## src/rtl/mem_bus_arbiter_if.sv

```systemverilog
// Bus bundle between the two caches, the memory port and mem_bus_arbiter.
//   icache_*   : icache request (command/addr) and its accept tag / completion
//   dcache_*   : dcache request (command/addr/wr_data) and its accept tag / completion
//   proc2mem_* : command forwarded to main memory
//   mem2proc_* : memory accept tag (same cycle) and completion tag/data
// modport master : the arbiter's view
// modport slave  : the caches + memory view (environment side)
interface mem_bus_arbiter_if;
    logic [1:0]  icache_command;
    logic [63:0] icache_addr;
    logic [3:0]  icache_response;
    logic [63:0] icache_data;
    logic [3:0]  icache_tag;

    logic [1:0]  dcache_command;
    logic [63:0] dcache_addr;
    logic [63:0] dcache_wr_data;
    logic [3:0]  dcache_response;
    logic [63:0] dcache_data;
    logic [3:0]  dcache_tag;

    logic [1:0]  proc2mem_command;
    logic [63:0] proc2mem_addr;
    logic [63:0] proc2mem_data;

    logic [3:0]  mem2proc_response;
    logic [63:0] mem2proc_data;
    logic [3:0]  mem2proc_tag;

    modport master (
        input  icache_command, icache_addr,
        input  dcache_command, dcache_addr, dcache_wr_data,
        input  mem2proc_response, mem2proc_data, mem2proc_tag,
        output icache_response, icache_data, icache_tag,
        output dcache_response, dcache_data, dcache_tag,
        output proc2mem_command, proc2mem_addr, proc2mem_data
    );

    modport slave (
        output icache_command, icache_addr,
        output dcache_command, dcache_addr, dcache_wr_data,
        output mem2proc_response, mem2proc_data, mem2proc_tag,
        input  icache_response, icache_data, icache_tag,
        input  dcache_response, dcache_data, dcache_tag,
        input  proc2mem_command, proc2mem_addr, proc2mem_data
    );
endinterface

```

## src/rtl/mem_bus_arbiter.sv

```systemverilog
// mem_bus_arbiter: shares the single main-memory port between icache and dcache.
// One requester wins per cycle (dcache by default, icache when dcache is idle or
// after STARVE_LIMIT consecutive losing cycles). The winner's command goes to memory
// and only the winner sees the accept tag. An owner table remembers which cache
// issued each outstanding load tag so completions are steered to that cache only.
// Ports:
//   clock, reset    : system clock, synchronous active-high reset
//   bus             : cache/memory bundle (mem_bus_arbiter_if.master)
//   grant_dcache    : 1 when dcache owns the memory port this cycle
//   outstanding_cnt : number of valid owner-table entries (registered view)
//   proto_err       : pulse on completion for an unowned tag, or accept on an owned tag
module mem_bus_arbiter #(
    parameter int unsigned STARVE_LIMIT = 4,
    parameter int unsigned NUM_MEM_TAGS = 16
) (
    input  logic              clock,
    input  logic              reset,
    mem_bus_arbiter_if.master bus,
    output logic              grant_dcache,
    output logic [4:0]        outstanding_cnt,
    output logic              proto_err
);

    typedef enum logic [1:0] {
        BUS_NONE  = 2'd0,
        BUS_LOAD  = 2'd1,
        BUS_STORE = 2'd2
    } bus_cmd_e;

    localparam logic [3:0] LIMIT = 4'(STARVE_LIMIT);

    logic [3:0]              starve_cnt;
    logic [NUM_MEM_TAGS-1:0] valid;
    logic [NUM_MEM_TAGS-1:0] owner;     // 1 = dcache

    logic        i_req, d_req;
    logic        grant_i, grant_d;
    logic [1:0]  win_cmd;
    logic        accept, accept_load;
    logic        comp_hit, comp_miss;
    logic        comp_owner_d;
    logic [4:0]  cnt_sum;

    // Arbitration: purely combinational on current commands and registered state.
    always_comb begin
        i_req   = !reset && (bus.icache_command != BUS_NONE);
        d_req   = !reset && (bus.dcache_command != BUS_NONE);
        grant_i = i_req && (!d_req || (starve_cnt == LIMIT));
        grant_d = d_req && !grant_i;

        win_cmd               = BUS_NONE;
        bus.proc2mem_addr     = '0;
        bus.proc2mem_data     = '0;
        if (grant_d) begin
            win_cmd           = bus.dcache_command;
            bus.proc2mem_addr = bus.dcache_addr;
            if (bus.dcache_command == BUS_STORE)
                bus.proc2mem_data = bus.dcache_wr_data;
        end else if (grant_i) begin
            win_cmd           = bus.icache_command;
            bus.proc2mem_addr = bus.icache_addr;
        end
        bus.proc2mem_command = win_cmd;

        // Only the winner sees the accept tag; the loser reads 0 and retries.
        bus.icache_response = grant_i ? bus.mem2proc_response : '0;
        bus.dcache_response = grant_d ? bus.mem2proc_response : '0;
        grant_dcache        = grant_d;

        accept      = (grant_i || grant_d) && (bus.mem2proc_response != '0);
        accept_load = accept && (win_cmd == BUS_LOAD);
    end

    // Completion routing uses the table contents before this cycle's update, so a
    // tag that completes and is re-accepted in the same cycle goes to its old owner.
    always_comb begin
        comp_hit     = !reset && (bus.mem2proc_tag != '0) && valid[bus.mem2proc_tag];
        comp_miss    = !reset && (bus.mem2proc_tag != '0) && !valid[bus.mem2proc_tag];
        comp_owner_d = owner[bus.mem2proc_tag];

        bus.icache_tag  = '0;
        bus.icache_data = '0;
        bus.dcache_tag  = '0;
        bus.dcache_data = '0;
        if (comp_hit) begin
            if (comp_owner_d) begin
                bus.dcache_tag  = bus.mem2proc_tag;
                bus.dcache_data = bus.mem2proc_data;
            end else begin
                bus.icache_tag  = bus.mem2proc_tag;
                bus.icache_data = bus.mem2proc_data;
            end
        end

        // An accept on a tag that is retiring in the same cycle is legitimate reuse.
        proto_err = comp_miss ||
                    (accept && valid[bus.mem2proc_response] &&
                     !(comp_hit && (bus.mem2proc_tag == bus.mem2proc_response)));
    end

    always_comb begin
        cnt_sum = '0;
        for (int unsigned i = 0; i < NUM_MEM_TAGS; i++)
            cnt_sum = cnt_sum + 5'(valid[i]);
    end
    assign outstanding_cnt = cnt_sum;

    always_ff @(posedge clock) begin
        if (reset) begin
            starve_cnt <= '0;
            valid      <= '0;
            owner      <= '0;
        end else begin
            if (i_req && grant_d)
                starve_cnt <= (starve_cnt == LIMIT) ? starve_cnt : starve_cnt + 4'd1;
            else
                starve_cnt <= '0;

            // Retire first so a same-cycle accept on the same tag wins.
            if (comp_hit)
                valid[bus.mem2proc_tag] <= 1'b0;
            if (accept_load) begin
                valid[bus.mem2proc_response] <= 1'b1;
                owner[bus.mem2proc_response] <= grant_d;
            end
        end
    end

endmodule
```

## src/flat_wrapper.sv

```systemverilog
// flat-port wrapper written by rule: the top's interface ports become plain ports
module mem_bus_arbiter_flat 
#(
    parameter int unsigned STARVE_LIMIT = 4,
    parameter int unsigned NUM_MEM_TAGS = 16
)
  (clock, reset, grant_dcache, outstanding_cnt, proto_err, bus_icache_command, bus_icache_addr, bus_dcache_command, bus_dcache_addr, bus_dcache_wr_data, bus_mem2proc_response, bus_mem2proc_data, bus_mem2proc_tag, bus_icache_response, bus_icache_data, bus_icache_tag, bus_dcache_response, bus_dcache_data, bus_dcache_tag, bus_proc2mem_command, bus_proc2mem_addr, bus_proc2mem_data);
  mem_bus_arbiter_if bus_i ();
  input  logic clock;
  input  logic reset;
  output logic grant_dcache;
  output logic [4:0] outstanding_cnt;
  output logic proto_err;
  input wire logic [$bits(bus_i.icache_command)-1:0] bus_icache_command;
  input wire logic [$bits(bus_i.icache_addr)-1:0] bus_icache_addr;
  input wire logic [$bits(bus_i.dcache_command)-1:0] bus_dcache_command;
  input wire logic [$bits(bus_i.dcache_addr)-1:0] bus_dcache_addr;
  input wire logic [$bits(bus_i.dcache_wr_data)-1:0] bus_dcache_wr_data;
  input wire logic [$bits(bus_i.mem2proc_response)-1:0] bus_mem2proc_response;
  input wire logic [$bits(bus_i.mem2proc_data)-1:0] bus_mem2proc_data;
  input wire logic [$bits(bus_i.mem2proc_tag)-1:0] bus_mem2proc_tag;
  output wire logic [$bits(bus_i.icache_response)-1:0] bus_icache_response;
  output wire logic [$bits(bus_i.icache_data)-1:0] bus_icache_data;
  output wire logic [$bits(bus_i.icache_tag)-1:0] bus_icache_tag;
  output wire logic [$bits(bus_i.dcache_response)-1:0] bus_dcache_response;
  output wire logic [$bits(bus_i.dcache_data)-1:0] bus_dcache_data;
  output wire logic [$bits(bus_i.dcache_tag)-1:0] bus_dcache_tag;
  output wire logic [$bits(bus_i.proc2mem_command)-1:0] bus_proc2mem_command;
  output wire logic [$bits(bus_i.proc2mem_addr)-1:0] bus_proc2mem_addr;
  output wire logic [$bits(bus_i.proc2mem_data)-1:0] bus_proc2mem_data;
  assign bus_i.icache_command = bus_icache_command;
  assign bus_i.icache_addr = bus_icache_addr;
  assign bus_i.dcache_command = bus_dcache_command;
  assign bus_i.dcache_addr = bus_dcache_addr;
  assign bus_i.dcache_wr_data = bus_dcache_wr_data;
  assign bus_i.mem2proc_response = bus_mem2proc_response;
  assign bus_i.mem2proc_data = bus_mem2proc_data;
  assign bus_i.mem2proc_tag = bus_mem2proc_tag;
  assign bus_icache_response = bus_i.icache_response;
  assign bus_icache_data = bus_i.icache_data;
  assign bus_icache_tag = bus_i.icache_tag;
  assign bus_dcache_response = bus_i.dcache_response;
  assign bus_dcache_data = bus_i.dcache_data;
  assign bus_dcache_tag = bus_i.dcache_tag;
  assign bus_proc2mem_command = bus_i.proc2mem_command;
  assign bus_proc2mem_addr = bus_i.proc2mem_addr;
  assign bus_proc2mem_data = bus_i.proc2mem_data;
  mem_bus_arbiter #(.STARVE_LIMIT(STARVE_LIMIT), .NUM_MEM_TAGS(NUM_MEM_TAGS)) u_core (.clock(clock), .reset(reset), .bus(bus_i), .grant_dcache(grant_dcache), .outstanding_cnt(outstanding_cnt), .proto_err(proto_err));
endmodule
```

## config.mk

```make
export PLATFORM = sky130hd
export DESIGN_NAME = mem_bus_arbiter_flat
export DESIGN_NICKNAME = d
export VERILOG_FILES = /design/src/rtl/mem_bus_arbiter_if.sv /design/src/rtl/mem_bus_arbiter.sv /design/src/flat_wrapper.sv
export SDC_FILE = /design/constraint.sdc
export NUM_CORES = 1
export LEC_CHECK = 0
export BUFFER_PORTS_ARGS = -buffer_cell sky130_fd_sc_hd__buf_2
export CORE_AREA = 2 2 214 216
export DETAILED_ROUTE_END_ITERATION = 6
export DIE_AREA = 0 0 216 218
export HOLD_SLACK_MARGIN = 0.1
export SLEW_MARGIN = 25
export SYNTH_ARGS = -nofsm -noshare
export SYNTH_HDL_FRONTEND = slang
export SYNTH_SLANG_ARGS = --single-unit
```

## constraint.sdc

```tcl
create_clock -name clock -period 4.4 [get_ports clock]
set_clock_uncertainty 0.1 [all_clocks]
set_input_delay 0.88 -clock clock [delete_from_list [all_inputs] [get_ports clock]]
set_output_delay 0.88 -clock clock [all_outputs]
set_load 0.02 [all_outputs]
```

# Yosys cells after proc, flatten, opt, wreduce, memory -nomap -nowiden
# Cells that the tools add are included.
[word_totals] elab_cells=89 in_bits=270 register_bits=36 output_inout_bits=281
[op_classes] order_cmp=4 n_addsub=16 eq_ne=4 n_reduce_logical=28 bitwise=4 n_mux=30
[ops] operator="$mux W64" n=8
[ops] operator="$add A5 B1 Y5" n=14
[ops] operator="$mux W16" n=3
[ops] operator="$mux W4" n=6
[ops] operator="$and A16 B16 Y16" n=1
[ops] operator="$bwmux W16" n=1
[ops] operator="$not A16 Y16" n=1
[ops] operator="$or A16 B16 Y16" n=1
[ops] operator="$logic_and A1 B1 Y1" n=15
[ops] operator="$bmux W1 S4" n=3
[ops] operator="$lt A4 B5 Y1 const B" n=2
[ops] operator="$demux W1 S4" n=2
[ops] operator="$ge A4 B1 Y1 const B" n=2
[ops] operator="$reduce_bool A4 Y1" n=2
[ops] operator="$logic_not A1 Y1" n=5
[ops] operator="$mux W1" n=5
[ops] operator="$add A4 B1 Y4 const B" n=1
[ops] operator="$eq A4 B3 Y1 const B" n=1
[ops] operator="$eq A4 B4 Y1" n=1
[ops] operator="$mux W2" n=2
[ops] operator="$reduce_bool A2 Y1" n=2
[ops] operator="$logic_or A1 B1 Y1" n=3
[ops] operator="$add A1 B1 Y2" n=1
[ops] operator="$eq A2 B1 Y1 const B" n=1
[ops] operator="3 further kinds" n=3

# Logic depth before layout (Yosys ltp)
[logic_depth] word_depth=15 ltp_mapped=13 ltp_nobuf=13

# Worst setup path before layout
# No wires, ideal clock.
[synth_timing] path_kind="register to output" from="register u_core.valid[0]" to="output port outstanding_cnt[2]" path_slack_ns=-0.169 arrival_ns=3.589 path_buffers=0 required_time_ns=3.420 stages_incl_launch_ff=13 path_cell_list="dfxtp_1 -> ha_1 -> inv_1 -> fa_1 -> inv_1 -> fa_1 -> fa_1 -> inv_1 -> fa_1 -> fa_1 -> inv_1 -> fa_1 -> xor2_1"
[synth_between] elab_chain_len=15
[synth_lines] element="start, declared" line_no="mem_bus_arbiter.sv:33" text="logic [NUM_MEM_TAGS-1:0] valid;"
[synth_lines] element="start signal, assigned" line_no="mem_bus_arbiter.sv:111" text="valid <= '0;"
[synth_lines] element="start signal, assigned by index" line_no="mem_bus_arbiter.sv:121" text="valid[bus.mem2proc_tag] <= 1'b0;"
[synth_lines] element="start signal, assigned by index" line_no="mem_bus_arbiter.sv:123" text="valid[bus.mem2proc_response] <= 1'b1;"
[synth_lines] element="$add A1 B1 Y2" line_no="mem_bus_arbiter.sv:104" text="cnt_sum = cnt_sum + 5'(valid[i]);"
[synth_lines] element="$add A5 B1 Y5 (14 in a row)" line_no="mem_bus_arbiter.sv:104"
[synth_lines] element="end, declared" line_no="flat_wrapper.sv:12" text="output logic [4:0] outstanding_cnt;"
# No other way between the ends.

# Worst setup path after layout
[layout_timing] from="register u_core.valid[0]" to="output port outstanding_cnt[4]"
# Same word-level chain as after synthesis.

==> flow_summary.ini <==
[outcome]
status = finished with violations
violations = setup timing

[setup_path]
crit_chain = ha_4, inv_2, fa_1, inv_1, fa_1, fa_1, inv_1, fa_1, fa_2, inv_2, fa_2, a21oi_2, nor2b_4, buf_6
critPathCaptureType = output pin
critPathTopFamily = adder cells
startpoint_type = flop
r2r-start = u_core.starve_cnt[0]$_SDFFE_PP0N_
slowest_stage = fa_1
worstSetupPathType = flop to output pin
arrival_ns = 3.89
worst-path-buf-inv = 5
r2r_end = u_core.owner[13]$_SDFFE_PP0P_
crit_top_cell = fa_1
reg2regPathDepth = 7
cp_slowest_stage_delay_ns = 0.50
required_ns = 3.42
r2r_slack_ns = 2.28
cp_max_fo = 2

[place]
io_buffers = 550
hpwl_um = 21100
place.gp.congestion = 0.939
dpl-instance-area_um2 = 7980

[global_route]
groute.usage.overall_pct = 9.62
antenna_found_initial = 6
grt_pass1_vias = 6136
grt_max_degree = 135
grt_pass1_wl_um = 35000
grt_overflow_total = 0

[timing]
fin_crit_sh_pct = 111
rsz0062_at_grt = yes
slew-limit-headroom_pct = 61.5
setup_viol = 5
post-route-min-period_ns = 4.87
hold_slack_ns = 0.366
final_hold_viol_count = 0
setup_ws_ns = -0.471
max_freq_ghz = 0.205
worst_pin_slew_ns = 0.577
drv_slew = 0

[job]
drv_cap = 0

[floorplanning]
dieArea_um2 = 47100
coreArea_um2 = 44900
start_util_pct = 10.5
io_pins = 551
fp-row-count = 78
die_x_um = 216
dieHeight_um = 218

[synth]
syn_nets = 887
synth_flop_cell = dfxtp_1
synth_edf_count = 0
ys_ff_latch = 36
synth_cell_types = 51
ys_async_sr_fraction_pct = 0
yosysWarnings = 0
syn_avg_cell_area_um2 = 7.86
yosysSeqAreaShare_pct = 15.3
yosys.area.top_type = and3_1
synth.area.top_cells = and3_1 (18%), dfxtp_1 (15%), a22o_1 (12%), and2_1 (9.5%), mux2i_1 (4.9%)
synth_common_cells = and3_1 (134), and2_1 (72), a22o_1 (66)
synthCells = 600
yosysMostFrequentCell = and3_1
netlist_area_um2 = 4720
yosysTopAreaCellShare_pct = 17.8

[clock_network]
htreeDepth = 2
clk_path_buf_depth = 2
hold_buffers = 0
cts_root_buf = clkbuf_16
cts_buffers = 5
clkLatencyLatePin_ns = 0.28
cts.clk_slew.worst_paths_ns = 0.06
clkSinkCount = 36
cts_tree = yes

[drt]
antenna_left = 0
drc_errors = 0
vias = 6744
routed_wirelength_um = 25000
drt-initial-drc-count = 411
viasPerCell = 3.94
first_pass_iters = 5
route.detailed.wl_per_inst_um = 14.6

[pwr]
powerDensity_nw_per_um2 = 161
p_comb_share_pct = 44.6
internal_power_uw = 836
ir_worst_vdd_v = 0.000155
p_seq_share_pct = 25.2
p_sw_uw = 488
fin_total_pwr_uw = 1320
switching_share_pct = 36.9
clock_power_share_pct = 30.2
p_leak_uw = 0.00508

[final_layout]
layout-drive-gt1-share_pct = 54.4
syn_to_final_growth_pct = 73.8
nets = 1395
stdcell_area_um2 = 8200

[worst_hold_path]
worstHoldEndpoint = u_core.starve_cnt[0]$_SDFFE_PP0N_
hold_start = u_core.starve_cnt[0]$_SDFFE_PP0N_
holdPathStages = 1
min_path_type = flop to flop
## cell families after synthesis
kind of cell / Yosys count / share of synthesized area (%)
XOR/XNOR: 7 / 1.30
AO/OA/AOI/OAI: 114 / 18.4
AND/OR/NAND/NOR: 302 / 38.5
flip-flops: 36 / 15.3
multiplexers: 32 / 9.18
buffers and inverters: 92 / 11.3
adder cells (fa/ha/maj): 17 / 6.10
## power groups by stage
stage / registers [µW] / clock network, µW / logic [µW]
final: 334 / 400 / 590
after global routing: 334 / 415 / 629
after CTS: 334 / 406 / 589
after detailed placement: 341 / 0 / 583
after global placement: 341 / 0 / 575
after floorplan: 340 / 0 / 332
## worst max-delay path by stage
| stage | from | to | slack [ns] | cells after the start |
|---|---|---|---|---|
| floorplan | u_core.valid[0]$_SDFF_PP0_ | outstanding_cnt[4] | 0.001 | 13 |
| global placement | u_core.valid[0]$_SDFF_PP0_ | outstanding_cnt[4] | -0.21 | 14 |
| detailed placement | u_core.valid[0]$_SDFF_PP0_ | outstanding_cnt[4] | -0.26 | 14 |
| CTS | u_core.valid[1]$_SDFF_PP0_ | outstanding_cnt[4] | -0.49 | 14 |
| global route | u_core.valid[0]$_SDFF_PP0_ | outstanding_cnt[4] | -0.57 | 14 |
| finish | u_core.valid[0]$_SDFF_PP0_ | outstanding_cnt[4] | -0.47 | 14 |
## placed cells by master (no fill, tap or decap), types with 3 or more instances in the layout
cell and instances:
nor2_1 20, nand3b_1 5, fa_1 8, and2_1 72
buf_6 4, dfxtp_1 34, o31ai_1 3, nand2_1 18
o21ai_0 16, buf_2 545, buf_4 17, and3_1 134
nand3_1 6, xnor2_1 5, a21oi_1 16, nand4_1 7
inv_1 21, ha_1 6, clkbuf_16 5, a22o_1 66
mux2i_1 23, nand2b_1 23, inv_2 4, mux4_2 5
nor2b_1 5, mux4_1 3
## per-layer routing
metal / vias up / wire (µm) / part of all wire [%] / GRT usage [%]
li1: 3165 / - / - / -
met1: 3083 / 9590 / 38 / 10.9
met2: 465 / 12500 / 50 / 18.0
met3: 29 / 2360 / 9.4 / 1.95
met4: 2 / 546 / 2.2 / 2.79
met5: - / 12 / 0.048 / 0
## state kept, by name (all words and copies together) (netlist names)
name	flops
u_core.owner	16
u_core.starve_cnt	4
u_core.valid	16
## repair_timing
action / 4_1_cts / 5_1_grt
gates cloned: 0 / 0
gates resized for setup: 14 / 0
setup endpoints to repair: 5 / 5
pin swaps: 3 / 0
buffers inserted: 1 / 0
## stage by stage
stage          setup slack (ns)  utilization (%)  TNS (ns)  cells
2_1_floorplan           0.00128                -         0    600
3_3_place_gp             -0.214             17.8    -0.648   1700
3_5_place_dp             -0.256             17.8    -0.817   1700
4_1_cts                  -0.487             18.3     -1.92   1709
5_1_grt                  -0.572             18.3     -2.33   1709
6_report                 -0.471             18.3     -1.84   1710
## final cells by class
class	instances	area, µm²
antenna	1	2.50
clock buffer	5	125
clock inverter	3	42.5
fill	4998	36700
inverter	25	93.8
multi-input combinational	472	3520
sequential	36	723
tap	600	751
timing repair buffer	568	2940
No activity file was read; power rests on OpenSTA's default activity.
